[src/rtl/periph_bus_pkg.sv]
// Shared types and encodings for the peripheral bus initiator.
// Latency: n/a (declarations only).
// Backpressure: n/a.
package periph_bus_pkg;

   localparam int WAIT_CYCLES_DEF = 1;

   localparam logic [1:0] SZ_BYTE = 2'b00;
   localparam logic [1:0] SZ_HALF = 2'b01;
   localparam logic [1:0] SZ_WORD = 2'b10;
   localparam logic [1:0] SZ_ILL  = 2'b11;

   typedef enum logic [1:0] {
      ST_IDLE  = 2'd0,
      ST_READ  = 2'd1,
      ST_WRITE = 2'd2,
      ST_RESP  = 2'd3
   } state_t;

   // A request is rejected when its size is illegal or its address is not
   // naturally aligned for that size.
   function automatic logic req_bad(input logic [1:0] size, input logic [1:0] lo);
      logic bad;
      case (size)
         SZ_BYTE: bad = 1'b0;
         SZ_HALF: bad = lo[0];
         SZ_WORD: bad = |lo;
         default: bad = 1'b1;
      endcase
      return bad;
   endfunction

endpackage

[src/rtl/periph_lane_align.sv]
// Sub-word lane handling: load extract/extend and store read-modify-write merge.
// Latency: purely combinational, zero cycles.
// Backpressure: none; outputs follow inputs.
module periph_lane_align
   import periph_bus_pkg::*;
(
   input  logic [1:0]  i_size,
   input  logic [1:0]  i_lane,
   input  logic        i_unsigned,
   input  logic [31:0] i_rdata,
   input  logic [31:0] i_wdata,
   output logic [31:0] o_load,
   output logic [31:0] o_store
);

   logic [7:0]  w_byte;
   logic [15:0] w_half;

   // Select the addressed byte and halfword out of the read word.
   always_comb begin
      w_byte = i_rdata[{i_lane, 3'b000} +: 8];
      w_half = i_rdata[{i_lane[1], 4'b0000} +: 16];
   end

   // Right-align the addressed lane and extend it; words pass through untouched.
   always_comb begin
      o_load = i_rdata;
      case (i_size)
         SZ_BYTE: o_load = {{24{~i_unsigned & w_byte[7]}}, w_byte};
         SZ_HALF: o_load = {{16{~i_unsigned & w_half[15]}}, w_half};
         default: o_load = i_rdata;
      endcase
   end

   // Replace only the targeted lane; every other byte is kept exactly as read.
   always_comb begin
      o_store = i_rdata;
      case (i_size)
         SZ_BYTE: o_store[{i_lane, 3'b000} +: 8]     = i_wdata[7:0];
         SZ_HALF: o_store[{i_lane[1], 4'b0000} +: 16] = i_wdata[15:0];
         default: o_store = i_wdata;
      endcase
   end

endmodule

[src/rtl/periph_bus_initiator.sv]
// CPU-side initiator for the word-wide peripheral bus; sub-word stores via read-modify-write.
// Latency (accept to resp_valid): load W+1, word store 2, sub-word store W+2, error 1.
// Backpressure: one request in flight, req_ready only in IDLE; the response cannot be stalled.
module periph_bus_initiator
   import periph_bus_pkg::*;
#(
   parameter int WAIT_CYCLES = WAIT_CYCLES_DEF,
   parameter int ADDR_W      = 22
) (
   input  logic        clk,
   input  logic        rst,
   input  logic        req_valid,
   output logic        req_ready,
   input  logic        req_wr,
   input  logic [1:0]  req_size,
   input  logic        req_unsigned,
   input  logic [31:0] req_addr,
   input  logic [31:0] req_wdata,
   output logic        resp_valid,
   output logic [31:0] resp_rdata,
   output logic        resp_err,
   output logic [31:0] bus_addr,
   output logic        bus_wr,
   output logic [31:0] bus_wdata,
   input  logic [31:0] bus_rdata
);

   localparam int CNT_W = (WAIT_CYCLES < 2) ? 1 : $clog2(WAIT_CYCLES + 1);

   state_t             r_state, w_state_nxt;
   logic [CNT_W-1:0]   r_cnt, w_cnt_nxt;

   // Request captured at accept; the req_* inputs are ignored afterwards.
   logic               r_wr, w_wr_nxt;
   logic [1:0]         r_size, w_size_nxt;
   logic               r_unsigned, w_unsigned_nxt;
   logic [1:0]         r_lane, w_lane_nxt;
   logic [31:0]        r_wdata, w_wdata_nxt;

   logic               r_resp_valid, w_resp_valid_nxt;
   logic [31:0]        r_resp_rdata, w_resp_rdata_nxt;
   logic               r_resp_err, w_resp_err_nxt;
   logic [31:0]        r_bus_addr, w_bus_addr_nxt;
   logic               r_bus_wr, w_bus_wr_nxt;
   logic [31:0]        r_bus_wdata, w_bus_wdata_nxt;

   logic [31:0]        w_load;
   logic [31:0]        w_store;

   periph_lane_align u_align (
      .i_size     (r_size),
      .i_lane     (r_lane),
      .i_unsigned (r_unsigned),
      .i_rdata    (bus_rdata),
      .i_wdata    (r_wdata),
      .o_load     (w_load),
      .o_store    (w_store)
   );

   assign req_ready  = (r_state == ST_IDLE);
   assign resp_valid = r_resp_valid;
   assign resp_rdata = r_resp_rdata;
   assign resp_err   = r_resp_err;
   assign bus_addr   = r_bus_addr;
   assign bus_wr     = r_bus_wr;
   assign bus_wdata  = r_bus_wdata;

   // Next state plus next values of every registered output; pulses default low.
   always_comb begin
      w_state_nxt      = r_state;
      w_cnt_nxt        = r_cnt;
      w_wr_nxt         = r_wr;
      w_size_nxt       = r_size;
      w_unsigned_nxt   = r_unsigned;
      w_lane_nxt       = r_lane;
      w_wdata_nxt      = r_wdata;
      w_resp_valid_nxt = 1'b0;
      w_resp_rdata_nxt = 32'd0;
      w_resp_err_nxt   = 1'b0;
      w_bus_addr_nxt   = r_bus_addr;
      w_bus_wr_nxt     = 1'b0;
      w_bus_wdata_nxt  = r_bus_wdata;
      case (r_state)
         ST_IDLE: begin
            if (req_valid) begin
               w_wr_nxt       = req_wr;
               w_size_nxt     = req_size;
               w_unsigned_nxt = req_unsigned;
               w_lane_nxt     = req_addr[1:0];
               w_wdata_nxt    = req_wdata;
               if (req_bad(req_size, req_addr[1:0])) begin
                  // Rejected requests never touch the bus.
                  w_state_nxt      = ST_RESP;
                  w_resp_valid_nxt = 1'b1;
                  w_resp_err_nxt   = 1'b1;
               end else begin
                  w_bus_addr_nxt = {{(32-ADDR_W){1'b0}}, req_addr[ADDR_W+1:2]};
                  if (!req_wr || req_size != SZ_WORD) begin
                     w_state_nxt = ST_READ;
                     w_cnt_nxt   = CNT_W'(WAIT_CYCLES);
                  end else begin
                     w_state_nxt     = ST_WRITE;
                     w_bus_wr_nxt    = 1'b1;
                     w_bus_wdata_nxt = req_wdata;
                  end
               end
            end
         end
         ST_READ: begin
            if (r_cnt == CNT_W'(1)) begin
               if (!r_wr) begin
                  w_state_nxt      = ST_RESP;
                  w_resp_valid_nxt = 1'b1;
                  w_resp_rdata_nxt = w_load;
               end else begin
                  w_state_nxt     = ST_WRITE;
                  w_bus_wr_nxt    = 1'b1;
                  w_bus_wdata_nxt = w_store;
               end
            end else begin
               w_cnt_nxt = r_cnt - CNT_W'(1);
            end
         end
         ST_WRITE: begin
            w_state_nxt      = ST_RESP;
            w_resp_valid_nxt = 1'b1;
         end
         default: begin
            w_state_nxt = ST_IDLE;
         end
      endcase
   end

   // State register.
   always_ff @(posedge clk or posedge rst) begin
      if (rst) r_state <= ST_IDLE;
      else     r_state <= w_state_nxt;
   end

   // Counter, request latch and output registers; reset clears any in-flight request.
   always_ff @(posedge clk or posedge rst) begin
      if (rst) begin
         r_cnt        <= '0;
         r_wr         <= 1'b0;
         r_size       <= SZ_BYTE;
         r_unsigned   <= 1'b0;
         r_lane       <= 2'd0;
         r_wdata      <= 32'd0;
         r_resp_valid <= 1'b0;
         r_resp_rdata <= 32'd0;
         r_resp_err   <= 1'b0;
         r_bus_addr   <= 32'd0;
         r_bus_wr     <= 1'b0;
         r_bus_wdata  <= 32'd0;
      end else begin
         r_cnt        <= w_cnt_nxt;
         r_wr         <= w_wr_nxt;
         r_size       <= w_size_nxt;
         r_unsigned   <= w_unsigned_nxt;
         r_lane       <= w_lane_nxt;
         r_wdata      <= w_wdata_nxt;
         r_resp_valid <= w_resp_valid_nxt;
         r_resp_rdata <= w_resp_rdata_nxt;
         r_resp_err   <= w_resp_err_nxt;
         r_bus_addr   <= w_bus_addr_nxt;
         r_bus_wr     <= w_bus_wr_nxt;
         r_bus_wdata  <= w_bus_wdata_nxt;
      end
   end

endmodule
[config.mk]
export PLATFORM = sky130hd
export DESIGN_NAME = periph_bus_initiator
export DESIGN_NICKNAME = d
export VERILOG_FILES = /design/src/rtl/periph_bus_pkg.sv /design/src/rtl/periph_lane_align.sv /design/src/rtl/periph_bus_initiator.sv
export SDC_FILE = /design/constraint.sdc
export NUM_CORES = 1
export LEC_CHECK = 0
export BUFFER_PORTS_ARGS = -buffer_cell sky130_fd_sc_hd__buf_4
export CAP_MARGIN = 20
export CELL_PAD_IN_SITES_DETAIL_PLACEMENT = 0
export CELL_PAD_IN_SITES_GLOBAL_PLACEMENT = 1
export CORE_MARGIN = 2
export CORE_UTILIZATION = 43
export CTS_CLUSTER_DIAMETER = 100
export DETAILED_ROUTE_END_ITERATION = 8
export PLACE_DENSITY = 0.95
export SETUP_SLACK_MARGIN = 0.15
export SLEW_MARGIN = 20
export SYNTH_ARGS = -nofsm -noshare
export SYNTH_HDL_FRONTEND = slang
export SYNTH_SLANG_ARGS = --single-unit
[constraint.sdc]
create_clock -name clk -period 8.3 [get_ports clk]
set_clock_uncertainty 0.2 [all_clocks]
set_input_delay 1.245 -clock clk [delete_from_list [all_inputs] [get_ports clk]]
set_output_delay 1.245 -clock clk [all_outputs]
set_load 0.03 [all_outputs]
Word-level counts from Yosys, hierarchy flattened. Cells that the tools add are included. Widths: inputs -> output; s select.

Bits in registers: 130. Input bits: 103. Output and inout port bits: 100. Logic and storage cells: 89.

Add/subtract/negate cells: 3. Equal/unequal tests: 12. Shift operators: 6. Mux-type cells: 39. Bitwise gates (word level): 4. Reductions and logical operators: 12.

Operators by type and width (count): $mux 32 (8); $pmux 32 s2 (3); $bwmux 32 (2); $shift 16x7->32 const A (1); $shift 8x7->32 const A (1); $shiftx 16x7->32 (1); $shiftx 32x6->16 (1); $shiftx 32x6->8 (1); $shiftx 8x7->32 (1); $mux 1 (17); $neg 5->7 (2); $ne 2x2->1 const B (6); $mux 2 (4); $eq 2x1->1 const B (3); $logic_not 2->1 (3); $pmux 1 s3 (2); $pmux 2 s3 (1); $reduce_and 6->1 (1); $eq 2x2->1 const B (2); $pmux 1 s2 (2); $reduce_and 2->1 (2); $reduce_and 4->1 (1); $reduce_and 3->1 (1); $and 1x1->1 (2); other kinds (7) (8).

Logic depth before layout (Yosys ltp).
Depth after elaboration: 7. Gate-level depth with buffers: 9. Gate-level depth less buffers: 6.

Cells and area by module. Synthesis repeated with hierarchy kept, for this count alone.

Cells, all modules: 595. Area total of the unflattened synthesis: 6812.8 µm².

Modules (own cells, without submodules): periph_bus_initiator (instances 1, cells an instance 350, area each 5260.0 µm², sequential area each 3253.1 µm²); periph_lane_align (instances 1, cells an instance 245, area each 1552.7 µm², sequential area each 0.0 µm²).

Worst setup path after synthesis. OpenSTA, ideal clock, no wires.

Path type: input to register. Start point: input req_addr[1]. End point: register r_bus_addr[10] (netlist: bus_addr[10]). Library setup time: 125 ps. Arrival: 2403 ps. Required time: 7975 ps. Path slack: 5572 ps. Cell stages on the path: 5. Path buffers: 1. Cell sequence: o21a_1 o22a_1 nor2_2 buf_2 mux2_2.

Longest elaborated chain between the ends: 6.

Ends and longest elaborated chain: start, declared (line periph_bus_initiator.sv:17) `input logic [31:0] req_addr,`; $reduce_or 2->1 (line periph_bus_pkg.sv:27) `SZ_WORD: bad = |lo;`; $pmux 1 s3 (line periph_bus_pkg.sv:24) `case (size)`; $mux 1 (line periph_bus_initiator.sv:85) `if (req_valid) begin`; $mux 1 (line periph_bus_initiator.sv:83) `case (r_state)`; $not 1->1 (no line); $reduce_and 3->1 (no line); end signal, assigned (line periph_bus_initiator.sv:165) `r_bus_addr <= w_bus_addr_nxt;`; end, declared (line periph_bus_initiator.sv:43) `logic [31:0] r_bus_addr, w_bus_addr_nxt;`.

Every way passes these cells. The select of a mux whose other input is x is not followed. A chain may end at the register's enable or synchronous reset.

Final worst setup path.
Start point: register r_state[1]. End point: register r_resp_rdata[31] (netlist: resp_rdata[31]).

Longest elaborated chain between the ends: 2.

Ends and longest elaborated chain: start, declared (line periph_bus_initiator.sv:30) `state_t r_state, w_state_nxt;`; start signal, assigned (line periph_bus_initiator.sv:137) `else r_state <= w_state_nxt;`; $eq 2x1->1 (line periph_bus_initiator.sv:83); $mux 32 (line periph_bus_initiator.sv:83); via w_resp_rdata_nxt[31] (line periph_bus_initiator.sv:41) `logic [31:0] r_resp_rdata, w_resp_rdata_nxt;`; end signal, assigned (line periph_bus_initiator.sv:163) `r_resp_rdata <= w_resp_rdata_nxt;`; end, declared (line periph_bus_initiator.sv:41).

The timed path passes the listed nets, and every way through them passes these cells.

==> metrics <==
outcome finished clean; Final Setup Violations 0; Initial Utilization 0.439; Die X 129 um; Min-Delay Path Depth 2; PwrDens 439 mW/mm^2; setup slack after layout 5030 ps; sequential share of the synthesized area 0.488; Seq pwr share 0.295; clk_lat worst skew 420 ps; Synth cell types 57; CTS tree yes; utilization after layout 0.576; num rows 45; Detailed Place HPWL 14,600 um; Place WS 4640 ps; Int Power 2.21 mW; clock tree buffer depth 2; combinational share of power 0.492; gr ovfl total 0; Psw 1.63 mW; placed cell count 938; pin count of the biggest net entering global routing 83; Clock Pin Slew Worst Setup and Hold Paths 60 ps; leakage power figure 4.13 nW; clk root buf clkbuf_16; Fin. Hold Viols 0; Worst Setup SP r_state[1]; crit end category register; vias in the first global route 5,684; Sink Count 130; actual slew at the worst max-slew pin 973 ps; achievable frequency 306 MHz; critical hold path startpoint r_wdata[31]; Sw Share 0.425; most frequent cells in the layout buf_4 (191), dfrtp_1 (130), mux2_2 (68); commonest non-fill, non-tap cell in the layout buf_4; worst path required time 8450 ps; fin crit share 0.394; ANT cells 0; Final ANT Viol Nets 0; total length of routed wires 20,200 um; yosys synthesis warning count 0; critical path launch point type register; CTS H-tree lvls 4; overall routing resource usage 0.251; top cells by area, synth dfrtp_1 (49%), mux2_2 (11%), o21ai_0 (3.6%); Max stage delay on crit path 1000 ps; Hold Path End r_wdata[31]; Die Y 129 um; HP Class reg -> reg; syn avg cell area 11.0 sq um; Ports 203; fin nets 881; antenna violations before repair 0; synthesized netlist cell count 604; Rel. slew slack 0.349; 1st-iter DRT viols 554; core footprint 0.0152 sq mm; final slew viol count 0; VDD IR max 253 uV; CP Cell Sequence inv_1 -> ha_1 -> buf_4 -> nand3b_1 -> nor2_1 -> a21o_1; Cell Count, Final, Fillers Out 970; reg2reg path depth 6; Post-synth top flop dfrtp_1; drc violations 0; clock share of power 0.213; CP max FO 44; routed vias/inst 5.86; r2r setup slk 5030 ps; Post-CTS Hold Buffers 0; Cell Area, Synth 0.00667 sq mm; Yosys top cell area share 0.488; layout cells sized above 1 0.396; crit path max-delay cell type nor2_1; DR pass1 iterations 5; Synth async-reset ratio 1.00; Yosys top cell by area dfrtp_1; RSZ-0062 raised after global routing false; PortBufs 184; max cap viols 0; first-pass GRT wire length 31,600 um; routed len/inst 20.9 um; Setup Buffers After CTS 0; reg2reg end resp_rdata[31]; area delta synth->final 31.3%; via count 5,688; minimum clock period 3270 ps; Post-synth EDFFs 0; Num CTS Buffers 17; CP arrival 3420 ps; final setup TNS 0 ps; CP Class reg -> reg; GPL Wtd Cong 0.860; Die ar. 0.0165 sq mm; PostCTS Resize Cnt 0; FF+latch count, synth 130; FF-to-FF Start r_state[1]
how the worst max path moves through the flow:
stage | slack (ps) | cells after the start | endpoint
CTS | 4920 | 8 | bus_wdata[31]
finish | 5030 | 6 | resp_rdata[31]
global route | 4740 | 6 | resp_rdata[26]
detailed placement | 4640 | 6 | bus_wdata[31]
floorplan | 3390 | 1 | bus_addr[0]
global placement | 4660 | 6 | bus_wdata[31]
registers in the layout (all words and copies together) (netlist names):
register / cells
bus_wdata: 32
r_wdata: 32
resp_rdata: 32
bus_addr: 22
r_lane: 2
r_size: 2
r_state: 2
bus_wr: 1
r_cnt: 1
r_unsigned: 1
r_wr: 1
resp_err: 1
resp_valid: 1
per-layer routing:
metal  track usage  vias up  share of wire
met5             0        -              0
met4        0.0754        0          0.020
met3        0.0723       38          0.092
met2         0.406      300           0.48
met1         0.330     2783           0.41
li1              -     2567              -
critical path, delay by kind of cell, from the launching register on:
kind,cells,cell delay [ps]
adders and majority gates,1,150
DFF,1,410
AOI/OAI and AO/OA,1,230
and+or+nand+nor,2,1690
buffers and inverters,2,510
stage by stage:
step	power (mW)	area [sq um]	hold slack, ps
after floorplan	2.41	6710	245
after global placement	2.95	8110	260
after detailed placement	3.02	8110	268
after CTS	3.86	8750	281
after global routing	4.08	8760	296
final	3.85	8760	283
synthesized netlist by cell type, drive strengths merged (2+ instances only):
master   count
a211oi       9
a221oi      24
o22ai        8
clkbuf      21
and2         8
inv         11
a21oi        3
a211o       10
a21o        17
ha           9
nand3       10
nand3b       2
nor2        58
mux2        68
a41o         3
mux4         8
or2          2
nor3         7
mux2i        3
o31ai       31
nand2       25
o21ai       50
nor2b        7
nand2b       3
dfrtp      130
a2111oi     14
and3         2
a32o         2
buf         34
nor3b       10
cell type report:
cell class	instances	area [sq um]
clock buffer	22	464
clock inverter	10	180
fill	1284	6440
inverter	12	47.5
multi-input combinational	416	3140
sequential	130	3250
tap	188	235
timing repair buffer	192	1450
cells by family after synthesis:
family	synth area share
other	0.000562
adders and majority gates	0.0169
and+or+nand+nor	0.107
AOI/OAI and AO/OA	0.193
buffers and inverters	0.0482
DFF	0.488
muxes	0.147
power groups by stage:
stage          Clock [mW]  Combinational [mW]  Sequential [mW]
4_1_cts             0.832                1.89             1.13
3_5_place_dp            0                1.88             1.14
5_1_grt             0.861                2.05             1.17
2_1_floorplan           0               0.997             1.41
6_report            0.820                1.89             1.14
3_3_place_gp            0                1.83             1.12
No activity file was read; power rests on OpenSTA's default activity.
